==> src/rtl/bcd_to_bin_seq.sv <==
// bcd_to_bin_seq: sequential BCD-to-binary converter (reverse double-dabble).
// Each SHIFT cycle moves one bit from the BCD register into the binary
// register. Digits that read 8 or more after the shift are reduced by 3.
// Digits above 9 are rejected up front with err and no shifting.
module bcd_to_bin_seq #(
    parameter int DIGITS = 3,
    parameter int BIN_W  = 8
) (
    input  logic                  clk,
    input  logic                  rst,
    input  logic                  start,
    input  logic [4*DIGITS-1:0]   bcd_in,
    output logic [BIN_W-1:0]      bin_out,
    output logic                  done,
    output logic                  busy,
    output logic                  err,
    output logic                  ovf
);

    localparam int BCD_W = 4 * DIGITS;
    localparam int CNT_W = $clog2(BIN_W + 1);

    localparam logic [1:0] ST_IDLE  = 2'd0;
    localparam logic [1:0] ST_SHIFT = 2'd1;
    localparam logic [1:0] ST_FIN   = 2'd2;

    // True when any 4-bit digit of v holds a non-decimal code (> 9).
    function automatic logic has_bad_digit(input logic [BCD_W-1:0] v);
        logic bad;
        bad = 1'b0;
        for (int i = 0; i < DIGITS; i++) begin
            if (v[4*i +: 4] > 4'd9) begin
                bad = 1'b1;
            end else begin
                bad = bad;
            end
        end
        return bad;
    endfunction

    // Per-digit correction after a right shift: a digit >= 8 received a
    // borrowed bit worth 8 that should only be worth 5, so subtract 3.
    // Each digit is handled on its own; nothing carries between digits.
    function automatic logic [BCD_W-1:0] fix_digits(input logic [BCD_W-1:0] v);
        logic [BCD_W-1:0] r;
        r = v;
        for (int i = 0; i < DIGITS; i++) begin
            if (v[4*i +: 4] >= 4'd8) begin
                r[4*i +: 4] = v[4*i +: 4] - 4'd3;
            end else begin
                r[4*i +: 4] = v[4*i +: 4];
            end
        end
        return r;
    endfunction

    logic [1:0]       state_q,   state_d;
    logic [BCD_W-1:0] bcd_q,     bcd_d;
    logic [BIN_W-1:0] bin_q,     bin_d;
    logic [CNT_W-1:0] cnt_q,     cnt_d;
    logic             errp_q,    errp_d;
    logic [BIN_W-1:0] bin_out_q, bin_out_d;
    logic             done_q,    done_d;
    logic             busy_q,    busy_d;
    logic             err_q,     err_d;
    logic             ovf_q,     ovf_d;
    logic [BCD_W+BIN_W-1:0] cat_s;

    // Next-state and datapath logic for the IDLE/SHIFT/FIN sequence.
    always_comb begin
        state_d   = state_q;
        bcd_d     = bcd_q;
        bin_d     = bin_q;
        cnt_d     = cnt_q;
        errp_d    = errp_q;
        bin_out_d = bin_out_q;
        done_d    = 1'b0;
        err_d     = err_q;
        ovf_d     = ovf_q;
        cat_s     = {bcd_q, bin_q} >> 1;

        case (state_q)
            ST_IDLE: begin
                if (start) begin
                    if (has_bad_digit(bcd_in)) begin
                        errp_d  = 1'b1;
                        state_d = ST_FIN;
                    end else begin
                        errp_d  = 1'b0;
                        bcd_d   = bcd_in;
                        bin_d   = {BIN_W{1'b0}};
                        cnt_d   = CNT_W'(BIN_W);
                        state_d = ST_SHIFT;
                    end
                end else begin
                    state_d = ST_IDLE;
                end
            end
            ST_SHIFT: begin
                bcd_d = fix_digits(cat_s[BCD_W+BIN_W-1:BIN_W]);
                bin_d = cat_s[BIN_W-1:0];
                cnt_d = cnt_q - CNT_W'(1);
                if (cnt_q == CNT_W'(1)) begin
                    state_d = ST_FIN;
                end else begin
                    state_d = ST_SHIFT;
                end
            end
            ST_FIN: begin
                done_d  = 1'b1;
                state_d = ST_IDLE;
                if (errp_q) begin
                    bin_out_d = {BIN_W{1'b0}};
                    ovf_d     = 1'b0;
                    err_d     = 1'b1;
                end else begin
                    bin_out_d = bin_q;
                    ovf_d     = (bcd_q != {BCD_W{1'b0}});
                    err_d     = 1'b0;
                end
            end
            default: begin
                state_d = ST_IDLE;
            end
        endcase

        busy_d = (state_d != ST_IDLE);
    end

    // State, datapath and output registers; reset discards any conversion.
    always_ff @(posedge clk or posedge rst) begin
        if (rst) begin
            state_q   <= ST_IDLE;
            bcd_q     <= {BCD_W{1'b0}};
            bin_q     <= {BIN_W{1'b0}};
            cnt_q     <= {CNT_W{1'b0}};
            errp_q    <= 1'b0;
            bin_out_q <= {BIN_W{1'b0}};
            done_q    <= 1'b0;
            busy_q    <= 1'b0;
            err_q     <= 1'b0;
            ovf_q     <= 1'b0;
        end else begin
            state_q   <= state_d;
            bcd_q     <= bcd_d;
            bin_q     <= bin_d;
            cnt_q     <= cnt_d;
            errp_q    <= errp_d;
            bin_out_q <= bin_out_d;
            done_q    <= done_d;
            busy_q    <= busy_d;
            err_q     <= err_d;
            ovf_q     <= ovf_d;
        end
    end

    assign bin_out = bin_out_q;
    assign done    = done_q;
    assign busy    = busy_q;
    assign err     = err_q;
    assign ovf     = ovf_q;

endmodule

==> config.mk <==
export PLATFORM = sky130hd
export DESIGN_NAME = bcd_to_bin_seq
export DESIGN_NICKNAME = d
export VERILOG_FILES = /design/src/rtl/bcd_to_bin_seq.sv
export SDC_FILE = /design/constraint.sdc
export NUM_CORES = 1
export LEC_CHECK = 0
export ABC_AREA = 0
export BUFFER_PORTS_ARGS = -buffer_cell sky130_fd_sc_hd__buf_2
export CORE_MARGIN = 2
export CORE_UTILIZATION = 45
export CTS_CLUSTER_SIZE = 16
export DETAILED_ROUTE_END_ITERATION = 10
export PLACE_DENSITY = 0.74
export SYNTH_ARGS = -nofsm -noshare
export SYNTH_HDL_FRONTEND = slang
export SYNTH_SLANG_ARGS = --single-unit
export TNS_END_PERCENT = 10
==> constraint.sdc <==
create_clock -name clk -period 4.2 [get_ports clk]
set_input_delay 0.42 -clock clk [delete_from_list [all_inputs] [get_ports clk]]
set_output_delay 0.42 -clock clk [all_outputs]
set_load 0.1 [all_outputs]
==> results.yml, run 1 <==
placed_design:
  port-buffer-count: 26
  gp_congestion: 0.803
  dp_cells: 237
  hpwl_um: 2410
  postPlaceCellArea_um2: 1990
cts:
  hold_buffers: 0
  ctsResizeCount: 0
  clkTransAtPathRegs_ps: 80
  insertion_delay_ps: 280
  cts_sinks: 39
  htree_levels: 2
  clockBufferDepth: 2
  cts_tree: "built"
  post_cts_buffers: 0
  cts-root-buf: "clkbuf_8"
  cts_buffers: 5
timing:
  fin_skew_ps: 5.88
  min_period_ps: 1880
  final_max_slew_viol_count: 0
  final_hold_viol_count: 0
  setup_violations: 0
  max_slew_margin_pct: 53.1
  rsz0062_at_grt: "no"
  fin_setup_tns_ps: 0
  fmax_ghz: 0.533
  worstMarginPinSlew_ps: 701
  fin_crit_sh_pct: 44.6
grt:
  grt-ovfl-total: 0
  grt_pass1_wl_um: 5850
  grt_max_degree: 40
  grt_use_total_pct: 17.3
  grt_pass1_vias: 1216
  antenna_found_initial: 0
worst_setup_path:
  critPathMaxFanout: 25
  slowest_stage: "a41oi_4"
  cp_data_arrival_time_ps: 2050
  cp-end-kind: "flip-flop"
  worstPathCellList: "and2b_1 -> a41oi_4 -> nor2_1 -> o221a_1"
  crit_family: "compound AO/OA/AOI/OAI gates"
  reg2reg_depth: 4
  crit_type: "reg2reg"
  worstReg2RegStart: "state_q[1]"
  required_ps: 4370
  critPathLaunchType: "flip-flop"
  max_stage_delay_ps: 640
  timing.rr.end: "bcd_q[7]"
  cp_num_buf_inv: 0
  reg2reg_slack_ps: 2320
  worst-path-stages: 4
route:
  drt_iter0_markers: 79
  drc: 0
  drt-total-wl_um: 3420
  vias: 1291
  drtAntennaViolNets: 0
  routedWlPerCell_um: 14.0
  firstDrtPassIters: 4
  vias_per_cell: 5.27
synth:
  syn_area_per_cell_um2: 10.9
  synth_fp_nets: 189
  syn_inst: 168
  synth_area_um2: 1840
  ys_seq_area_share_pct: 53.1
  ys_warn_count: 0
  synth.distinct_cells: 38
  ys_seq_elements: 39
floorplanning:
  initial_core_util_pct: 46.3
  dieArea_um2: 4610
  io-pin-count: 27
  num_rows: 23
  coreArea_um2: 3970
  die_h_um: 67.9
  fp.dieW_um: 67.9
layout:
  mostFrequentLayoutCells: "39 x dfrtp_1, 26 x buf_2, 13 x nand2b_1, 13 x nand2_1"
  layout_commonest_cell: "dfrtp_1"
  fin_cells: 245
  diodes: 0
  nNetsFinal: 215
  design_area_um2: 2120
  area_growth_syn_to_layout_pct: 15.3
  drive_gt1_share_pct: 20.0
job:
  drv_cap: 0
pwr:
  powerDensity_nw_per_um2: 828
  vdd_drop_max_uv: 327
  p_leak_nw: 1.00
run_status:
  outcome: "complete, no violations"
hold_path:
  hold_path_class: "in2async"
==> synthesized netlist by cell type <==
| library cell | instances | share of area [%] |
|---|---|---|
| nand3_1 | 1 | 0.27 |
| a311oi_1 | 1 | 0.48 |
| nor4_1 | 3 | 1.0 |
| or3b_1 | 1 | 0.48 |
| a222oi_1 | 2 | 1.1 |
| a41oi_4 | 1 | 1.5 |
| nand2_1 | 13 | 2.7 |
| mux2i_1 | 2 | 1.1 |
| a21oi_1 | 4 | 1.1 |
| and3_1 | 1 | 0.34 |
| nor4bb_1 | 1 | 0.54 |
| a22o_1 | 8 | 3.8 |
| dfrtp_1 | 39 | 53 |
| ha_1 | 6 | 4.1 |
| buf_2 | 2 | 0.54 |
| buf_6 | 2 | 1.2 |
| buf_4 | 1 | 0.41 |
| xnor2_1 | 3 | 1.4 |
| o21ai_2 | 2 | 0.95 |
| inv_1 | 12 | 2.5 |
| mux2_1 | 1 | 0.61 |
| xor2_1 | 1 | 0.48 |
| and2b_1 | 1 | 0.41 |
| nor2b_2 | 1 | 0.48 |
| nor2_1 | 10 | 2.0 |
| o21ai_0 | 2 | 0.54 |
| o21ai_1 | 12 | 3.3 |
| nand4b_1 | 1 | 0.48 |
| nand2b_1 | 13 | 4.4 |
| nor2b_1 | 2 | 0.68 |
| inv_2 | 1 | 0.20 |
| a221o_1 | 5 | 2.7 |
| nor3_1 | 1 | 0.27 |
| or3_1 | 3 | 1.0 |
| a21o_1 | 1 | 0.41 |
| o221a_1 | 4 | 2.5 |
| clkbuf_1 | 3 | 0.61 |
| and2_1 | 1 | 0.34 |
==> power by group <==
part / internal, mW / switching, mW
logic: 0.251 / 0.469
registers: 0.523 / 0.147
clock network: 0.237 / 0.127
==> per-stage QoR <==
step,hold WS [ps],power [mW],util [%],setup WS (ps)
6_report,233,1.75,53.4,2320
5_1_grt,287,1.88,53.4,2160
4_1_cts,251,1.77,53.4,2320
3_5_place_dp,464,1.40,50.0,2310
3_3_place_gp,462,1.39,50.0,2350
2_1_floorplan,467,1.28,-,2770
==> worst max path at each step <==
stage	start	to
after detailed placement	state_q[1]	bcd_q[7]
after CTS	state_q[1]	bcd_q[7]
after floorplan	bcd_in[6]	bcd_q[1]
after global routing	state_q[1]	bcd_q[7]
after global placement	state_q[1]	bcd_q[7]
final	state_q[1]	bcd_q[7]
==> area by class of cell <==
class,count,area (um2)
Inverter,13,48.8
Tap cell,50,62.6
Clock inverter,2,60.1
Fill cell,371,1850
Sequential cell,39,976
Clock buffer,6,72.6
Multi-Input combinational cell,108,762
Timing Repair Buffer,27,138
==> state kept, by name (all words and copies together), names as in the netlist <==
register  count
done          1
bin_q         8
cnt_q         4
busy          1
bcd_q        12
state_q       2
bin_out       8
err           1
errp_q        1
ovf           1
==> routing by layer <==
metal / vias to the layer above / part of all wire [%] / global-route usage [%]
li1: 639 / - / -
met1: 612 / 49 / 25.4
met2: 38 / 45 / 25.1
met3: 2 / 5.4 / 4.44
met4: 0 / 0.50 / 5.25
met5: - / 0 / 0
==> worst reg2reg max path, delay by kind of cell, from the launching register on <==
kind / cells / cell delay (ps)
compound gates: 2 / 880
simple gates: 2 / 460
flops: 1 / 430
==> logic make-up (layout without fill, tap and decap cells) <==
logic type	count (synthesis)	in the layout	synth area share (%)
buffers and inverters	21	48	5.45
multiplexers	3	3	1.70
adder cells (fa/ha/maj)	6	6	4.08
AND/OR/NAND/NOR	53	53	15.5
XOR/XNOR	4	4	1.91
flip-flops	39	39	53.1
AO/OA/AOI/OAI	42	42	18.3
Power figures use the tool's default switching activity.
==> run 2: changes to the inputs <==
--- a/config.mk
+++ b/config.mk
@@ -11,7 +11,7 @@
 export CORE_UTILIZATION = 45
 export CTS_CLUSTER_SIZE = 16
 export DETAILED_ROUTE_END_ITERATION = 10
-export PLACE_DENSITY = 0.74
+export PLACE_DENSITY = 0.77
 export SYNTH_ARGS = -nofsm -noshare
 export SYNTH_HDL_FRONTEND = slang
 export SYNTH_SLANG_ARGS = --single-unit
==> constraint.sdc (replaced) <==
create_clock -name clk -period 1.7 [get_ports clk]
set_input_delay 0.17 -clock clk [delete_from_list [all_inputs] [get_ports clk]]
set_output_delay 0.17 -clock clk [all_outputs]
set_load 0.1 [all_outputs]
==> run 2 against run 1 <==
  * Final cell count grew 2.4%
  * Hold slack worse by 110 ps
  * Non-clock buffer count rose by 6
  * Global-route usage is essentially flat
  * Critical path depth is the same
  * First-iteration DRC count grew 72%
  * Clock skew decreased by 0.84 ps
==> results.yml, run 2 (same netlist as run 1, synthesis figures left out) <==
run_status:
  outcome: "complete, no violations"
cts:
  cts-root-buf: "clkbuf_8"
  cts_buffers: 5
  clkTransAtPathRegs_ps: 80
  clockBufferDepth: 2
  cts_sinks: 39
  post_cts_buffers: 0
  insertion_delay_ps: 290
  htree_levels: 2
  cts_tree: "built"
route:
  wirelength_met1_um: 1670
  top_layer: "met4"
  firstDrtPassIters: 4
  drt_iter0_markers: 136
  routedWlPerCell_um: 14.1
  met3_length_um: 151
  route.met2.wl_um: 1650
  drc: 0
  vias: 1312
  vias_per_cell: 5.23
  drt-total-wl_um: 3540
  drtAntennaViolNets: 0
floorplanning:
  die_h_um: 67.9
  io-pin-count: 27
  coreArea_um2: 3970
  num_rows: 23
  dieArea_um2: 4610
  fp.dieW_um: 67.9
  initial_core_util_pct: 46.3
timing:
  worstMarginPinSlew_ps: 478
  rsz0062_at_grt: "no"
  min_period_ps: 1540
  final_hold_viol_count: 0
  fin_crit_sh_pct: 90.7
  hold_ws_ps: 126
  final_max_slew_viol_count: 0
  fin_setup_tns_ps: 0
  finalWorstSetupSlack_ps: 158
  setup_violations: 0
  max_slew_margin_pct: 68.1
  fin_skew_ps: 5.03
  fmax_ghz: 0.649
grt:
  grt_pass1_vias: 1210
  grt_max_degree: 40
  grt_pass1_wl_um: 5720
  grt-ovfl-total: 0
  antenna_found_initial: 0
  grt_use_total_pct: 17.3
worst_setup_path:
  max_stage_delay_ps: 430
  cp_data_arrival_time_ps: 1770
  reg2reg_depth: 4
  cp-end-kind: "flip-flop"
  crit_family: "compound AO/OA/AOI/OAI gates"
  worstPathCellList: "and2b_1 -> a41oi_4 -> buf_4 -> a22o_1"
  reg2reg_slack_ps: 160
  critPathMaxFanout: 15
  cp_num_buf_inv: 1
  required_ps: 1930
  crit_type: "reg2reg"
  timing.rr.end: "bin_q[6]"
  critPathLaunchType: "flip-flop"
  slowest_stage: "dfrtp_1"
  worstReg2RegStart: "state_q[1]"
layout:
  mostFrequentLayoutCells: "39 x dfrtp_1, 26 x buf_2, 13 x nand2b_1, 13 x nand2_1"
  area_growth_syn_to_layout_pct: 15.6
  diodes: 0
  nNetsFinal: 221
  drive_gt1_share_pct: 22.9
  final_core_util_pct: 53.5
  largest_reg_flops: 12
  layout_commonest_cell: "dfrtp_1"
  regMostFlops: "bcd_q"
pwr:
  p_leak_nw: 1.01
  vdd_drop_max_uv: 798
  power_mw: 4.16
  powerDensity_nw_per_um2: 1960
job:
  drv_cap: 0
hold_path:
  hold_start: "bcd_in[5]"
  hold_end: "bcd_q[5]"
  hold_path_class: "in2reg"
  whs_path_depth: 2
placed_design:
  port-buffer-count: 26
  hpwl_um: 2440
  gp_congestion: 0.755
  dpl_worst_slack_ps: 134
run 2: cell count changes in the layout (fill, tap and decap cells not counted):
cell	delta
bufinv_16	-2
clkinv_2	+1
and2_1	-1
clkinvlp_4	+2
buf_4	+5
dlygate4sd3_1	+1
and2_2	+1
clkbuf_1	-1
run 2: cell type report:
| cell class | count | area [um2] |
|---|---|---|
| multi-input combinational | 108 | 763 |
| fill | 338 | 1850 |
| timing repair buffer | 33 | 185 |
| tap | 50 | 62.6 |
| inverter | 13 | 48.8 |
| sequential | 39 | 976 |
| clock inverter | 3 | 20.0 |
| clock buffer | 5 | 68.8 |
run 2: worst max path at each step:
stage | from | to | depth (start not counted) | slack (ps)
final | state_q[1] | bin_q[6] | 4 | 160
after global routing | state_q[0] | bin_q[6] | 4 | 30
after CTS | state_q[1] | bcd_q[4] | 4 | 120
after detailed placement | state_q[1] | bcd_q[4] | 4 | 130
after global placement | state_q[1] | bin_q[7] | 5 | 210
after floorplan | state_q[1] | bcd_q[1] | 4 | 350
run 2: where the power goes:
group / switching, mW / internal [mW]
clock: 0.336 / 0.285
sequential: 0.365 / 1.29
combinational: 1.20 / 0.687
run 2: per-layer routing:
metal | GRT usage (%) | vias to the layer above
li1 | - | 649
met1 | 23.7 | 627
met2 | 25.2 | 31
met3 | 5.26 | 5
met4 | 7.75 | 0
met5 | 0 | -
run 2: worst reg2reg max path, cell delays in order, from the launching register on:
cell     delay, ps
dfrtp_1        430
and2b_1        240
a41oi_4        420
buf_4          250
a22o_1         140
run 2: through the flow:
| stage | cells | area (um2) |
|---|---|---|
| final | 251 | 2120 |
| after global routing | 251 | 2120 |
| after CTS | 251 | 2120 |
| after detailed placement | 242 | 2020 |
| after global placement | 242 | 2020 |
| after floorplan | 168 | 1840 |
run 2: repair_timing:
item / 4_1_cts / 5_1_grt
setup endpoints to repair: 0 / 9
endpoints found under the hold margin: 39 / 0
hold buffers: 1 / 0
resized for setup: 0 / 1
